[src/rtl/fetch_stage.sv]
// -----------------------------------------------------------------------------
// fetch_stage
//
// Instruction-fetch stage and IF/ID pipeline register for the 5-stage RISC-V
// core. Owns the fetch PC (PCF) and runs a request/valid handshake towards
// instruction memory, which may insert any number of wait states. Completed
// fetches are written straight into the IF/ID register on the same edge; when
// no instruction is available decode sees a NOP bubble with ValidD=0.
//
// Ports
//   clk         in   1   core clock, rising edge
//   rst         in   1   asynchronous active-high reset
//   StallF      in   1   hold PC / fetch state (hazard unit)
//   StallD      in   1   hold IF/ID register (hazard unit)
//   FlushD      in   1   clear IF/ID register to a bubble (hazard unit)
//   PCSrcE      in   1   taken branch/jump resolved in execute
//   PCTargetE   in   32  redirect target, bits [1:0] ignored
//   imem_req    out  1   fetch request
//   imem_addr   out  32  fetch address (PCF)
//   imem_rdata  in   32  instruction word, meaningful when imem_valid=1
//   imem_valid  in   1   response for the current request (may be zero-wait)
//   InstrD      out  32  decode-stage instruction
//   PCD         out  32  PC of InstrD
//   PCPlus4D    out  32  PCD + 4
//   ValidD      out  1   1 = real instruction, 0 = bubble
// -----------------------------------------------------------------------------
module fetch_stage #(
    parameter logic [31:0] RESET_PC  = 32'h0000_0000,
    parameter logic [31:0] NOP_INSTR = 32'h0000_0013
) (
    input  logic        clk,
    input  logic        rst,
    input  logic        StallF,
    input  logic        StallD,
    input  logic        FlushD,
    input  logic        PCSrcE,
    input  logic [31:0] PCTargetE,
    output logic        imem_req,
    output logic [31:0] imem_addr,
    input  logic [31:0] imem_rdata,
    input  logic        imem_valid,
    output logic [31:0] InstrD,
    output logic [31:0] PCD,
    output logic [31:0] PCPlus4D,
    output logic        ValidD
);

    // IDLE : one quiet cycle after reset, no request
    // FETCH: request outstanding at PCF
    // DRAIN: redirect arrived mid-request; finish the old request, then jump
    // HOLD : response arrived while stalled; word parked until stall releases
    typedef enum logic [1:0] {
        IDLE  = 2'd0,
        FETCH = 2'd1,
        DRAIN = 2'd2,
        HOLD  = 2'd3
    } fetchState_t;

    fetchState_t stateReg;
    logic        reqReg;
    logic [31:0] pcReg;
    logic [31:0] pendingTargetReg;
    logic [31:0] holdInstrReg;

    logic [31:0] targetAligned;
    logic [31:0] pcPlus4;
    logic        deliver;
    logic [31:0] deliverInstr;

    // Targets are forced word-aligned so imem_addr[1:0] can never be non-zero.
    assign targetAligned = {PCTargetE[31:2], 2'b00};
    assign pcPlus4       = pcReg + 32'd4;   // wraps modulo 2^32

    assign imem_req  = reqReg;
    assign imem_addr = pcReg;

    // Which word (if any) goes into IF/ID this edge. The PC of a delivered word
    // is always the current PCF: in HOLD the PC was frozen when the word was
    // parked, so it still names the held word.
    always_comb begin
        deliver      = 1'b0;
        deliverInstr = imem_rdata;
        case (stateReg)
            FETCH: begin
                deliver = imem_valid & ~PCSrcE & ~StallF;
            end
            HOLD: begin
                deliver      = ~PCSrcE & ~StallF;
                deliverInstr = holdInstrReg;
            end
            default: begin
                deliver = 1'b0;
            end
        endcase
    end

    always_ff @(posedge clk or posedge rst) begin
        if (rst) begin
            stateReg         <= IDLE;
            reqReg           <= 1'b0;
            pcReg            <= {RESET_PC[31:2], 2'b00};
            pendingTargetReg <= 32'd0;
            holdInstrReg     <= 32'd0;
            InstrD           <= NOP_INSTR;
            PCD              <= 32'd0;
            PCPlus4D         <= 32'd0;
            ValidD           <= 1'b0;
        end else begin
            // ---------------- fetch state machine ----------------
            case (stateReg)
                IDLE: begin
                    stateReg <= FETCH;
                    reqReg   <= 1'b1;
                end

                FETCH: begin
                    if (imem_valid) begin
                        if (PCSrcE) begin
                            // Wrong-path response: drop it and refetch.
                            pcReg <= targetAligned;
                        end else if (StallF) begin
                            // Park the word; PCF stays put and names it.
                            holdInstrReg <= imem_rdata;
                            stateReg     <= HOLD;
                            reqReg       <= 1'b0;
                        end else begin
                            pcReg <= pcPlus4;
                        end
                    end else if (PCSrcE) begin
                        // Address must stay stable until the response, so
                        // remember where to go once the old request drains.
                        pendingTargetReg <= targetAligned;
                        stateReg         <= DRAIN;
                    end
                end

                DRAIN: begin
                    if (imem_valid) begin
                        pcReg    <= PCSrcE ? targetAligned : pendingTargetReg;
                        stateReg <= FETCH;
                    end else if (PCSrcE) begin
                        pendingTargetReg <= targetAligned;
                    end
                end

                HOLD: begin
                    if (PCSrcE) begin
                        pcReg    <= targetAligned;
                        stateReg <= FETCH;
                        reqReg   <= 1'b1;
                    end else if (!StallF) begin
                        pcReg    <= pcPlus4;
                        stateReg <= FETCH;
                        reqReg   <= 1'b1;
                    end
                end

                default: begin
                    stateReg <= IDLE;
                    reqReg   <= 1'b0;
                end
            endcase

            // ---------------- IF/ID register ----------------
            if (FlushD) begin
                InstrD   <= NOP_INSTR;
                PCD      <= 32'd0;
                PCPlus4D <= 32'd0;
                ValidD   <= 1'b0;
            end else if (!StallD) begin
                if (deliver) begin
                    InstrD   <= deliverInstr;
                    PCD      <= pcReg;
                    PCPlus4D <= pcPlus4;
                    ValidD   <= 1'b1;
                end else begin
                    // Bubble: PCD/PCPlus4D keep their last values.
                    InstrD <= NOP_INSTR;
                    ValidD <= 1'b0;
                end
            end
        end
    end

endmodule

[config.mk]
export PLATFORM = sky130hd
export DESIGN_NAME = fetch_stage
export DESIGN_NICKNAME = d
export VERILOG_FILES = /design/src/rtl/fetch_stage.sv
export SDC_FILE = /design/constraint.sdc
export NUM_CORES = 1
export LEC_CHECK = 0
export BUFFER_PORTS_ARGS = -buffer_cell sky130_fd_sc_hd__buf_2
export CORE_AREA = 4 4 157 159
export DETAILED_ROUTE_END_ITERATION = 16
export DIE_AREA = 0 0 161 163
export PLACE_DENSITY = 0.58
export SKIP_LAST_GASP = 1
export SLEW_MARGIN = 10
export SYNTH_ARGS = -nofsm -noshare
export SYNTH_HDL_FRONTEND = slang
export SYNTH_SLANG_ARGS = --single-unit
[constraint.sdc]
create_clock -name clk -period 11.3 [get_ports clk]
set_input_delay 2.26 -clock clk [delete_from_list [all_inputs] [get_ports clk]]
set_output_delay 2.26 -clock clk [all_outputs]
set_load 0.02 [all_outputs]
-- Word level (Yosys, flattened, before mapping)
Cells that the tools add are included.
- bits in registers: 196
- latch bits: 0
- bits in writable memories: 0
- ROM bits: 0
- bits of input ports: 71
- output and inout bits: 130
- word-level logic and storage cells: 73
- memories: 0
- add/subtract/negate cells: 1
- multipliers: 0
- div/mod/pow operators: 0
- order comparisons: 0
- eq/ne operators: 12
- shift-type cells: 0
- muxes and demuxes: 34
- bitwise logic cells: 6
- reduce and logical (&&, ||, !) cells: 11
- operators by type and width (cell ; count):
    32-bit two-way mux ; 15
    32-bit case mux with 3 select lines ; 1
    32-bit by 3-bit adder with 32-bit output, second input constant ; 1
    2-bit two-way mux ; 7
    3-bit != test, second input constant ; 4
    5-bit AND reduction ; 2
    1-bit two-way mux ; 8
    2-bit != test, second input constant ; 4
    2-bit case mux with 4 select lines ; 1
    3-bit nonzero test ; 2
    2-bit == test, second input constant ; 2
    2-bit AND reduction ; 2
    4-bit AND reduction ; 1
    1-bit AND ; 3
    1-bit NOT ; 3
    1-bit case mux with 3 select lines ; 1
    3-bit AND reduction ; 1
    2-bit by 1-bit == test with 1-bit output, second input constant ; 1
    2-bit logical NOT ; 1
    2-bit by 1-bit != test with 1-bit output, second input constant ; 1
    1-bit case mux with 2 select lines ; 1
    2-bit nonzero test ; 1
    2-bit OR reduction ; 1

-- Longest topological paths before layout
- word-level depth: 7
- gate-level depth with buffers: 11
- gate-level depth less buffers: 7

-- Worst setup path after synthesis
Ideal clock, no wire load.
- kind: input-to-reg
- from: in PCSrcE
- to: reg PCPlus4D[2]
- setup time: 0.132 ns
- data arrival time: 3.522 ns
- data required time: 11.168 ns
- slack: 7.646 ns
- cell stages on the path: 6
- buffers on the path: 3
- cell sequence: buf_2 -> or4_1 -> buf_2 -> clkbuf_1 -> a21oi_1 -> nor2_1
- longest elaborated chain between the ends: 6
- elaborated cells between the ends (all ways): 7
- classes of those cells: mux (1); bitwise (4); reduce/logical (2)
- RTL lines (element ; line ; source):
    start, declared ; 36 ; input logic PCSrcE,
    1-bit NOT (no line) * ; - ;
    1-bit AND (2 in series) ; 85 ; deliver = imem_valid & ~PCSrcE & ~StallF;
    1-bit case mux with 2 select lines * ; 83 ; case (stateReg)
    2-bit nonzero test (no line) * ; - ;
    2-bit AND reduction (no line) * ; - ;
    end signal, assigned ; 174 ; PCPlus4D <= pcPlus4;
    end, declared ; 44 ; output logic [31:0] PCPlus4D,
Mark *: on every way between the ends. The rest lies on a longest branch, timed or not.
A chain may end at the register's enable or synchronous reset.

-- Worst setup path in the final report
- from: in PCSrcE
- to: reg pendingTargetReg[9]
- longest elaborated chain between the ends: 1
- RTL lines (element ; line ; source):
    32-bit two-way mux ; - ;
    end signal, assigned ; 132 ; pendingTargetReg <= targetAligned;
    end signal, assigned ; 142 ; pendingTargetReg <= targetAligned;
    end, declared ; 62 ; logic [31:0] pendingTargetReg;
Every way passes these cells.

==> metrics <==
fin area 0.0111 mm²; internal power contribution 1.55 mW; Final TNS setup 0 ns; most frequent cell on the critical path sky130_fd_sc_hd__buf_4; synthesized netlist cell count 903; Clock power frac 24.9%; sequential group share of total power 43.0%; fin nets 1140; cell area after technology mapping 0.00923 mm²; routability cong. 0.769; num rows 56; total core area 0.0233 mm²; number of distinct library cell variants in the gate-level netlist after synthesis 55; filler-free cell count of the finished design 1397; H-tree level count 4; height of the chip 163 µm; largest fanout on the critical path 46; combinational group share of total power 32.1%; net switching power of the design 975 µW; wire length of the first global-routing pass 40500 µm; Post-CTS Hold Buffers 0; worst vdd ir 107 µV; Slew headroom 35.2%; Leakage Power 5.13 nW; via count of the first global-routing pass 6984; first drt pass iteration count 5; Worst Hold Depth 2; post-synthesis sequential area ratio 52.6%; maximum number of pins on one net before global-route repair 125; Starting Density 39.7%; post-CTS resize count 0; reg-to-reg setup timing slack 8.17 ns; number of flops mapped to enable cells by yosys 0; clock tree root driver cell sky130_fd_sc_hd__clkbuf_16; number of buffers and inverters on the critical path 4; area overhead of the layout relative to synthesis 19.8%; Critical Path Source Type input pin; post-route ant nets 0; critical path data arrival time 4.58 ns; final hold violation count 0; hold crit path type reg2reg; Die Outline Area 0.0262 mm²; layout cells sized above 1 30.9%; Levels on crit path 6; required time of the critical path 11.62 ns; slew of the pin with the lowest slew margin 0.966 ns; reg2reg end PCPlus4D[28]; overall via count from detail_route 7308; final period demand of the worst path 4.26 ns; most instantiated library cell after synthesis sky130_fd_sc_hd__dfrtp_1; Avg Inst Size Synth 10.2 µm²; beginning of the worst register-to-register path stateReg[0]; overflow left after global routing 0; CTS tree yes; CP cell instances buf_2 -> buf_4 -> inv_1 -> nor3_2 -> buf_4 -> mux2_2; Synth Net Count 979; fraction of post-synthesis cell area in the top cell type by area 51.8%; RSZ-0062 raised after global routing false; number of CTS-inserted buffers 17; count of warnings emitted by yosys 0; count of clock tree sinks 194; outcome complete, no violations; flip-flop cell with the highest count after synthesis sky130_fd_sc_hd__dfrtp_1; top post-synthesis cells by count sky130_fd_sc_hd__dfrtp_1 (191), sky130_fd_sc_hd__nand2_1 (128), sky130_fd_sc_hd__a21oi_1 (77); kind of cell adding the most delay to the critical path buffers and inverters; nature of the critical path endpoint flip-flop; Initial DRC Count 490; routed via count divided by cell count 5.23; post-synth top area cell sky130_fd_sc_hd__dfrtp_1; dpl cells 1364; fmax 0.235 GHz; top cells by area in the synthesized netlist sky130_fd_sc_hd__dfrtp_1 (52%), sky130_fd_sc_hd__mux2_2 (7.6%), sky130_fd_sc_hd__nand2_1 (5.2%), sky130_fd_sc_hd__a21oi_1 (4.2%), sky130_fd_sc_hd__mux2i_1 (3.6%); WL final 25800 µm; post-route DRC violation count 0; Final Max Tran Viols 0; Clock Skews 0.00939 ns; slowest cell delay on critical path 0.53 ns; all-layer global routing usage 19.6%; IO buf count 198; hold_sp InstrD[10]; Max Root-Sink Buffers 2; top-level port count 201; clock slew seen by the registers of the worst setup and hold paths 0.07 ns; later-pin clock latency in the skew report 0.44 ns; number of max-cap violations 0; critical-path cell with the highest stage delay sky130_fd_sc_hd__inv_1; Routed WL per cell 18.5 µm; antenna violations before repair 4; total power of the final layout 2.53 mW; die width 161 µm; post-CTS repair timing setup buffer count 0; detailed-placement wirelength estimate 17600 µm; final number of setup-violating endpoints 0; synthesized flop and latch total 194; kind of critical path in2reg; end of the worst hold path InstrD[10]; worst r2r path cells 8; cell area after placement 0.0105 mm²; final hold slack 0.478 ns; power density over the cells 228 mW/mm²; share of the clock period used by the worst path 37.7%; share of total power consumed by net switching 38.6%; Async S/R FF share, synth 100%
-- kinds of logic (layout without fill, tap and decap cells) --
family	count (synthesis)	in the layout	synth area share (%)
buffers and inverters	86	260	4.02
AO/OA/AOI/OAI	227	227	15.2
adder cells (fa/ha/maj)	5	5	0.678
XOR/XNOR	25	25	2.37
flip-flops	194	194	52.6
other	0	1	0
multiplexers	95	95	11.1
AND/OR/NAND/NOR	271	271	14.0
-- placed cells by master, fill, tap and decap left out, types with 4 or more instances in the layout --
| cell | count |
|---|---|
| sky130_fd_sc_hd__buf_2 | 198 |
| sky130_fd_sc_hd__dfrtp_1 | 191 |
| sky130_fd_sc_hd__nand2_1 | 128 |
| sky130_fd_sc_hd__a21oi_1 | 77 |
| sky130_fd_sc_hd__mux2_2 | 62 |
| sky130_fd_sc_hd__o21ai_0 | 62 |
| sky130_fd_sc_hd__nor2_1 | 61 |
| sky130_fd_sc_hd__mux2i_1 | 33 |
| sky130_fd_sc_hd__a211oi_1 | 25 |
| sky130_fd_sc_hd__and3_1 | 22 |
| sky130_fd_sc_hd__xnor2_1 | 17 |
| sky130_fd_sc_hd__clkbuf_16 | 17 |
| sky130_fd_sc_hd__nand3_1 | 16 |
| sky130_fd_sc_hd__buf_4 | 15 |
| sky130_fd_sc_hd__inv_1 | 13 |
| sky130_fd_sc_hd__o31ai_1 | 10 |
| sky130_fd_sc_hd__o22ai_1 | 9 |
| sky130_fd_sc_hd__xor2_1 | 8 |
| sky130_fd_sc_hd__nand4_1 | 8 |
| sky130_fd_sc_hd__o2bb2ai_1 | 8 |
| sky130_fd_sc_hd__a21o_1 | 7 |
| sky130_fd_sc_hd__a22o_1 | 7 |
| sky130_fd_sc_hd__inv_6 | 7 |
| sky130_fd_sc_hd__o31a_1 | 6 |
| sky130_fd_sc_hd__and2_1 | 5 |
| sky130_fd_sc_hd__a211oi_2 | 5 |
| sky130_fd_sc_hd__nor3_2 | 4 |
| sky130_fd_sc_hd__nand2b_1 | 4 |
| sky130_fd_sc_hd__inv_8 | 4 |
| sky130_fd_sc_hd__ha_1 | 4 |
-- flip-flops by register name (all words and copies together), names as in the netlist --
signal and count:
stateReg 2, InstrD 32, ValidD 1, PCD 32, holdInstrReg 32, PCPlus4D 30
imem_addr 32, pendingTargetReg 32, imem_req 1
-- how the worst max path moves through the flow --
stage,start,endpoint,slack [ns]
2_1_floorplan,rst,InstrD[10],3.76
3_3_place_gp,PCSrcE,pendingTargetReg[11],6.58
3_5_place_dp,PCSrcE,pendingTargetReg[6],6.56
4_1_cts,PCSrcE,pendingTargetReg[9],7.03
5_1_grt,PCSrcE,pendingTargetReg[21],6.85
6_report,PCSrcE,pendingTargetReg[9],7.04
-- per-stage QoR --
stage	utilization [%]	worst slack [ns]
after floorplan	-	3.76
after global placement	44.9	6.58
after detailed placement	44.9	6.56
after CTS	47.5	7.03
after global routing	47.6	6.85
final	47.6	7.04
-- layer usage --
metal | vias to the layer above | share of wire, % | global-route usage, %
li1 | 3508 | - | -
met1 | 3592 | 46 | 27.3
met2 | 167 | 48 | 31.3
met3 | 35 | 4.4 | 3.39
met4 | 6 | 2.1 | 6.28
met5 | - | 0.085 | 0
-- cell type report --
class | instances | area, µm²
antenna | 1 | 2.50
clock buffer | 17 | 425
clock inverter | 15 | 183
fill | 2292 | 12200
inverter | 15 | 63.8
multi-input combinational | 623 | 4030
sequential | 194 | 4860
tap | 319 | 399
timing repair buffer | 213 | 1100
-- worst min-delay path, stage by stage, from the launching register on --
cell and delay [ns]:
sky130_fd_sc_hd__dfrtp_1 0.34, sky130_fd_sc_hd__nand2_1 0.05, sky130_fd_sc_hd__o21ai_0 0.06
-- power groups by stage --
stage / Sequential [mW] / Combinational (mW) / Clock (mW)
after floorplan: 1.11 / 0.545 / 0
after global placement: 1.09 / 0.805 / 0
after detailed placement: 1.10 / 0.817 / 0
after CTS: 1.09 / 0.820 / 0.644
after global routing: 1.12 / 0.887 / 0.667
final: 1.09 / 0.810 / 0.630
(Power assumes the default switching activity.)
